==> config.mk <==
export PLATFORM = sky130hd
export DESIGN_NAME = scramble_parallel
export DESIGN_NICKNAME = d
export VERILOG_FILES = /design/src/rtl/scramble_parallel.sv
export SDC_FILE = /design/constraint.sdc
export NUM_CORES = 1
export LEC_CHECK = 0
export ABC_AREA = 1
export BUFFER_PORTS_ARGS = -buffer_cell sky130_fd_sc_hd__buf_2
export CAP_MARGIN = 20
export CORE_MARGIN = 5
export CORE_UTILIZATION = 60
export DETAILED_ROUTE_END_ITERATION = 16
export GPL_TIMING_DRIVEN = 1
export PLACE_DENSITY = 0.91
export SYNTH_ARGS = -nofsm -noshare
export SYNTH_HDL_FRONTEND = slang
export SYNTH_SLANG_ARGS = --single-unit
==> constraint.sdc <==
create_clock -name clk -period 4.1 [get_ports clk]
set_clock_uncertainty 0.05 [all_clocks]
set_input_delay 0.41 -clock clk [delete_from_list [all_inputs] [get_ports clk]]
set_output_delay 0.41 -clock clk [all_outputs]
set_load 0.05 [all_outputs]
==> src/rtl/scramble_parallel.sv <==
// Parallel BLE-style data whitener: DATA_WIDTH bits per beat through a Galois LFSR,
// with valid/ready handshaking and an automatic reseed at each packet end.
module scramble_parallel #(
    parameter int                  DATA_WIDTH = 8,
    parameter int                  LFSR_LEN   = 7,
    parameter logic [LFSR_LEN-1:0] TAPS       = 7'b0010001,
    parameter int                  CH_W       = LFSR_LEN - 1,
    localparam int                 NB_W       = $clog2(DATA_WIDTH + 1)
) (
    input  logic                  clk,
    input  logic                  rst,
    input  logic [CH_W-1:0]       channel_number,
    input  logic                  channel_number_load,
    input  logic                  whiten_en,
    input  logic [DATA_WIDTH-1:0] in_data,
    input  logic [NB_W-1:0]       in_nbits,
    input  logic                  in_last,
    input  logic                  in_valid,
    output logic                  in_ready,
    output logic [DATA_WIDTH-1:0] out_data,
    output logic [NB_W-1:0]       out_nbits,
    output logic                  out_last,
    output logic                  out_valid,
    input  logic                  out_ready
);

    localparam int unsigned DW = DATA_WIDTH;

    typedef enum logic {IDLE, BUSY} state_e;

    // Seed: lfsr[0]=1, lfsr[k]=ch[CH_W-k] (channel bits reversed above bit 0).
    function automatic logic [LFSR_LEN-1:0] seed(input logic [CH_W-1:0] ch);
        logic [LFSR_LEN-1:0] s;
        s    = '0;
        s[0] = 1'b1;
        for (int unsigned k = 1; k <= CH_W; k++) begin
            if (k < LFSR_LEN) s[k] = ch[CH_W-k];
        end
        return s;
    endfunction

    state_e                state_q, state_d;
    logic [CH_W-1:0]       ch_q, ch_d;
    logic                  ch_pend_q, ch_pend_d;
    logic [CH_W-1:0]       ch_pend_val_q, ch_pend_val_d;
    logic [LFSR_LEN-1:0]   lfsr_q, lfsr_d;
    logic                  wmode_q, wmode_d;
    logic [DATA_WIDTH-1:0] out_data_q, out_data_d;
    logic [NB_W-1:0]       out_nbits_q, out_nbits_d;
    logic                  out_last_q, out_last_d;
    logic                  out_valid_q, out_valid_d;

    logic                  accept;
    logic                  mode;
    logic                  wbit;
    logic [LFSR_LEN-1:0]   lfsr_step;
    logic [DATA_WIDTH-1:0] data_x;
    logic [CH_W-1:0]       reload_ch;
    int unsigned           nb;

    assign in_ready  = (!out_valid_q || out_ready) && !(channel_number_load && state_q == IDLE);
    assign out_data  = out_data_q;
    assign out_nbits = out_nbits_q;
    assign out_last  = out_last_q;
    assign out_valid = out_valid_q;

    always_comb begin
        state_d       = state_q;
        ch_d          = ch_q;
        ch_pend_d     = ch_pend_q;
        ch_pend_val_d = ch_pend_val_q;
        lfsr_d        = lfsr_q;
        wmode_d       = wmode_q;
        out_data_d    = out_data_q;
        out_nbits_d   = out_nbits_q;
        out_last_d    = out_last_q;
        out_valid_d   = out_valid_q;
        reload_ch     = ch_q;
        wbit          = 1'b0;

        accept = in_valid && in_ready;
        mode   = (state_q == IDLE) ? whiten_en : wmode_q;

        nb = DW;
        if (in_last) nb = (32'(in_nbits) > DW) ? DW : 32'(in_nbits);

        lfsr_step = lfsr_q;
        data_x    = '0;
        for (int unsigned i = 0; i < DW; i++) begin
            if (i < nb) begin
                wbit      = lfsr_step[LFSR_LEN-1];
                data_x[i] = in_data[i] ^ (wbit & mode);
                lfsr_step = {lfsr_step[LFSR_LEN-2:0], 1'b0} ^ (wbit ? TAPS : '0);
            end
        end

        // A BUSY-state load is parked; if it coincides with the last beat it feeds the reload directly.
        if (channel_number_load && state_q == BUSY) begin
            ch_pend_d     = 1'b1;
            ch_pend_val_d = channel_number;
        end
        if (channel_number_load && state_q == IDLE) begin
            ch_d   = channel_number;
            lfsr_d = seed(channel_number);
        end

        if (accept) begin
            out_valid_d = 1'b1;
            out_data_d  = data_x;
            out_nbits_d = NB_W'(nb);
            out_last_d  = in_last;
            lfsr_d      = lfsr_step;
            if (state_q == IDLE) wmode_d = whiten_en;
            if (in_last) begin
                reload_ch = ch_pend_d ? ch_pend_val_d : ch_q;
                ch_d      = reload_ch;
                lfsr_d    = seed(reload_ch);
                ch_pend_d = 1'b0;
                state_d   = IDLE;
            end else begin
                state_d = BUSY;
            end
        end else if (out_ready) begin
            out_valid_d = 1'b0;
        end
    end

    always_ff @(posedge clk) begin
        if (rst) begin
            state_q       <= IDLE;
            ch_q          <= channel_number;
            ch_pend_q     <= 1'b0;
            ch_pend_val_q <= '0;
            lfsr_q        <= seed(channel_number);
            wmode_q       <= 1'b1;
            out_data_q    <= '0;
            out_nbits_q   <= '0;
            out_last_q    <= 1'b0;
            out_valid_q   <= 1'b0;
        end else begin
            state_q       <= state_d;
            ch_q          <= ch_d;
            ch_pend_q     <= ch_pend_d;
            ch_pend_val_q <= ch_pend_val_d;
            lfsr_q        <= lfsr_d;
            wmode_q       <= wmode_d;
            out_data_q    <= out_data_d;
            out_nbits_q   <= out_nbits_d;
            out_last_q    <= out_last_d;
            out_valid_q   <= out_valid_d;
        end
    end

endmodule

# Word level (Yosys, flattened, before mapping)
# Cells that the tools add are included.
[totals]
in_bits = 25
output_inout_bits = 15
ff_bits = 36
elab_cells = 98
[op_classes]
n_bitwise = 25
order_cmp = 9
n_reduce_logical = 10
muxes = 43
[ops]
columns = ["operator", "count"]
rows = [
  ["3-bit by 32-bit less-than comparator with 1-bit output (first input constant)", 4],
  ["7-bit 2-to-1 mux", 12],
  ["1-bit by 32-bit less-than comparator with 1-bit output (first input constant)", 2],
  ["2-bit by 32-bit less-than comparator with 1-bit output (first input constant)", 2],
  ["7-bit by 5-bit XOR with 7-bit output", 8],
  ["5-bit 2-to-1 mux", 8],
  ["6-bit 2-to-1 mux", 6],
  ["1-bit 2-to-1 mux", 15],
  ["1-bit AND", 8],
  ["4-bit 2-to-1 mux", 2],
  ["1-bit XOR", 8],
  ["4-bit > comparator (second input constant)", 1],
  ["1-bit logical AND", 4],
  ["2-bit nonzero test", 2],
  ["3-bit nonzero test", 1],
  ["1-bit logical NOT", 2],
  ["1-bit logical OR", 1],
  ["1-bit inverter", 1],
]

# Longest topological paths before layout
[logic_depth]
depth_word = 29
depth_mapped = 21
depth_no_buf = 20

# Worst setup path before layout
# Ideal clock, no wire load.
[synth_path]
path_type = "reg-to-reg"
start = "register out_valid_q (netlist: out_valid)"
end = "register lfsr_q[0]"
t_arrival_ns = 2.077
path_slack_ns = 1.857
setup_time_ns = 0.116
t_required_ns = 3.934
path_stages_with_launch = 11
n_path_buf = 1
path_cell_list = "dfxtp_1 -> inv_1 -> nor2_1 -> inv_1 -> nand2_1 -> inv_1 -> nand2_1 -> clkbuf_1 -> nand3_1 -> o22ai_1 -> inv_1"
[synth_via]
elab_chain_len = 5
[synth_lines]
columns = ["element", "line", "source"]
rows = [
  ["start: declaration", "51", "logic out_valid_q, out_valid_d;"],
  ["start signal: assignment", "150", "out_valid_q <= out_valid_d;"],
  ["1-bit logical NOT (*)", "61", "assign in_ready = (!out_valid_q || out_ready) && !(channel_number_load && state_q == IDLE);"],
  ["1-bit logical OR (*)", "61", ""],
  ["1-bit logical AND (*)", "61", ""],
  ["named net in_ready", "19", "output logic in_ready,"],
  ["1-bit logical AND (*)", "81", "accept = in_valid && in_ready;"],
  ["7-bit 2-to-1 mux / 2-bit nonzero test (equally long branches)", "n/a", ""],
  ["end signal: assignment", "134", "lfsr_q <= seed(channel_number);"],
  ["end signal: assignment", "145", "lfsr_q <= lfsr_d;"],
  ["end: declaration", "46", "logic [LFSR_LEN-1:0] lfsr_q, lfsr_d;"],
]
# The timed path passes the listed nets; every way through them passes the cells marked *.
# A chain may end at the register's enable or synchronous reset.

# Worst setup path in the final report
[layout_path]
start = "input in_nbits[3]"
end = "register lfsr_q[4], data pin"
[layout_via]
elab_chain_len = 25
[layout_lines]
columns = ["element", "line", "source"]
rows = [
  ["start: declaration", "16", "input logic [NB_W-1:0] in_nbits,"],
  ["4-bit > comparator", "85", "if (in_last) nb = (32'(in_nbits) > DW) ? DW : 32'(in_nbits);"],
  ["4-bit 2-to-1 mux (*) (2 in a row)", "85", ""],
  ["1-bit by 32-bit less-than comparator with 1-bit output", "90", "if (i < nb) begin"],
  ["7-bit 2-to-1 mux", "90", ""],
  ["5-bit 2-to-1 mux", "93", "lfsr_step = {lfsr_step[LFSR_LEN-2:0], 1'b0} ^ (wbit ? TAPS : '0);"],
  ["7-bit by 5-bit XOR with 7-bit output", "93", ""],
  ["7-bit 2-to-1 mux", "90", ""],
  ["7-bit by 5-bit XOR with 7-bit output", "93", ""],
  ["[... 8 more ...]", "n/a", ""],
  ["7-bit by 5-bit XOR with 7-bit output", "93", ""],
  ["7-bit 2-to-1 mux", "90", ""],
  ["5-bit 2-to-1 mux", "93", ""],
  ["7-bit by 5-bit XOR with 7-bit output", "93", ""],
  ["7-bit 2-to-1 mux (*)", "90", ""],
  ["7-bit 2-to-1 mux (*)", "114", "if (in_last) begin"],
  ["7-bit 2-to-1 mux (*)", "107", "if (accept) begin"],
  ["7-bit 2-to-1 mux (*)", "129", "if (rst) begin"],
]
# Mark *: on every way between the ends. The rest lies on a longest branch, timed or not.

==> summary.md <==
| Metric | Value |
|---|---|
| Drt pass-1 iters | `6` |
| Synth Flop Type | `dfxtp_1` |
| Setup bufs post-CTS | `0` |
| Outcome | `complete, no violations` |
| First-pass GRT wire length | `about 11,000 µm` |
| H-tree depth | `2` |
| # diodes | `0` |
| Die Wd | `75.3 µm` |
| Peak VDD IR | `0.299 mV` |
| Cell taking the most area after synthesis | `dfxtp_1` |
| Fin cells | `roughly 480` |
| Routed len/inst | `14.7 µm` |
| Rel. slew slack | `44.0%` |
| Share of the yosys chip area belonging to registers | `30.5%` |
| Critical Path Start Type | `input pin` |
| Synth unique cells | `39` |
| Crit end category | `flop` |
| DR iter-0 viols | `413` |
| Clock sink count | `36` |
| Setup WS post-layout | `1.66 ns` |
| Final setup vio count | `0` |
| Leakage power | `between 1 and 1.5 nW` |
| Layout cells sized above 1 | `approximately 22%` |
| Largest driver fanout on the critical path | `15` |
| Total global routing overflow | `0` |
| Final Hold Fails | `0` |
| Num CTS Buffers | `5` |
| Fin crit share | `59.5%` |
| Syn avg cell area | `6.56 µm²` |
| Largest net degree at the start of global routing | `26` |
| Power per cell area | `around 350 nW/µm²` |
| Share of flip-flops with an asynchronous set or reset | `0%` |
| Fill cells | `348` |
| Vias in the first global route | `around 2,600` |
| Clk Latency, worst-skew pair | `0.30 ns` |
| I/O Buffers | `39` |
| RSZ-0062 raised after global routing | `no` |
| TritonCTS clock tree | `yes` |
| Synthesized netlist net count | `about 420` |
| Worst Tran Pin Value | `around 0.83 ns` |
| Top-count cell post-synth | `nand2_1` |
| Fin. max-slew vios | `0` |
| Final wirelength | `6980 µm` |
| Initial Util | `63.1%` |
| Post-DP HPWL | `5290 µm` |
| Sum Neg Setup Slack | `0 ns` |
| Flops & latches, synth | `36` |
| Total GRT Usage | `26.6%` |
| Setup WS pre-CTS | `roughly 1.4 ns` |
| Area added between synthesis and finish | `11.1%` |
| Die ar. | `about 5700 µm²` |
| DRC viols | `0` |
| Synth warnings | `0` |
| Hold Buf Count CTS | `0` |
| # rows | `23` |
| Reg clk slew, reported paths | `about 0.070 ns` |
| Initial antenna violation count | `0` |
| Top Ports | `40` |
| Final min period | `2.44 ns` |
| Clock buffer depth | `2` |
| Area share of the largest cell type after synthesis | `23.5%` |
| GPL Wtd Cong | `just under 1` |
| Routed vias/inst | `5.89` |
| Core ar. | `4060 µm²` |
| Vias | `2,804` |
| Top cells by area, synth | `dfxtp_1, nand2_1, o21ai_0` |
| Fmax | `410 MHz` |
| CTS Root Cell | `clkbuf_8` |
| Register area | `781 µm²` |
| Syn Inst Count | `between 300 and 400` |
| DRT antenna net count | `0` |
| Top post-synthesis cells by count | `nand2_1, o21ai_0, nand3_1` |
| Crit Path Category | `input pin to flop` |
| Max-Cap Viols | `0` |
| Arr. time, crit path | `2.44 ns` |
| Die height | `between 70 and 80 µm` |
| Footprint of the multi-input gates | `between 1500 and 2000 µm²` |
| EDFF count, synth | `6` |
| Synthesized cell area | `around 2600 µm²` |
| Placed cells | `468` |
| Worst hold path class | `input pin to flop` |
| # resized after CTS | `0` |
| Req. time, crit path | `4.10 ns` |
| Final #Nets | `450` |
-- flip-flops by register name, indices dropped and copies added, names as in the netlist, 4 cells and up --
signal         count
out_data           8
out_nbits          4
ch_pend_val_q      6
lfsr_q             7
ch_q               6
-- where the power goes --
group / total (mW) / internal, mW / switching [mW] / leakage [nW]
clock network: 0.250 / 0.118 / 0.132 / 0.0388
logic: 0.343 / 0.103 / 0.240 / 1.02
registers: 0.410 / 0.392 / 0.0186 / 0.309
total: 1.00 / 0.612 / 0.391 / 1.36
-- routing by layer --
metal / vias up / track usage (%) / share of wire, %
li1: 1366 / - / -
met1: 1236 / 32.8 / 41
met2: 163 / 42.2 / 46
met3: 39 / 5.80 / 8.2
met4: 0 / 16.1 / 5.5
met5: - / 0 / 0
-- final timing paths --
path / to / from / slack (ns) / cells past startpoint
setup / recovery: lfsr_q[4] / in_nbits[3] / 1.66 / 20
hold / removal: ch_q[0] / channel_number[0] / 0.31 / 3
setup reg to reg: lfsr_q[4] / lfsr_q[6] / 1.77 / 16
hold reg to reg: out_nbits[3] / out_nbits[3] / 0.41 / 2
-- final cells by class --
cell class,count,share of cell area (%)
Multi-Input combinational cell,298,54.4
Sequential cell,36,27.5
Timing Repair Buffer,40,7.13
Inverter,44,5.90
Clock buffer,6,2.55
Tap cell,50,2.20
Clock inverter,2,0.396
-- per-stage QoR --
stage | area, µm² | hold slack, ns | util [%] | power (mW)
finish | 2840 | 0.314 | 70.1 | 1.00
global placement | 2760 | 0.397 | 68.0 | 0.739
detailed placement | 2760 | 0.403 | 68.0 | 0.750
global route | 2840 | 0.330 | 70.1 | 1.06
CTS | 2840 | 0.322 | 70.1 | 0.993
floorplan | 2560 | 0.385 | - | 0.670
-- critical path, cell delays in order --
cell and delay [ns]:
buf_2 0.12, inv_2 0.07, nand2_4 0.09, nor2_8 0.26, nand2_8 0.11, inv_4 0.14, or2_1 0.15, nand2_2 0.08
nand2_2 0.06, nand2_2 0.07, nand2_2 0.07, nand3_1 0.14, nand3_2 0.17, nand3_2 0.09, nand2_2 0.10, nand2_1 0.05
nand3_1 0.06, nand2_1 0.05, nand2_1 0.05, nand2_1 0.08
-- cells by family after synthesis --
group / count (synthesis) / synth area share (%)
simple gates: 210 / 40.7
buf+inv: 56 / 9.10
xor+xnor: 2 / 0.685
flops: 36 / 30.5
compound gates: 86 / 19.0
-- layout by cell type (no fill, tap or decap), types with 2 or more instances in the layout --
cell type and instances:
nor2_1 21, a21oi_2 2, o21ai_1 2, o21ai_0 42, buf_2 39, nand3_1 37, nand2_1 107, nand2_2 18
edfxtp_1 6, xor2_1 2, inv_2 7, clkbuf_8 5, o21bai_1 4, inv_1 35, o21ai_2 2, dfxtp_1 30
a21oi_1 22, clkinv_1 2, nand3_2 11, nand4_1 6, o211ai_1 7
(Power assumes the default switching activity.)
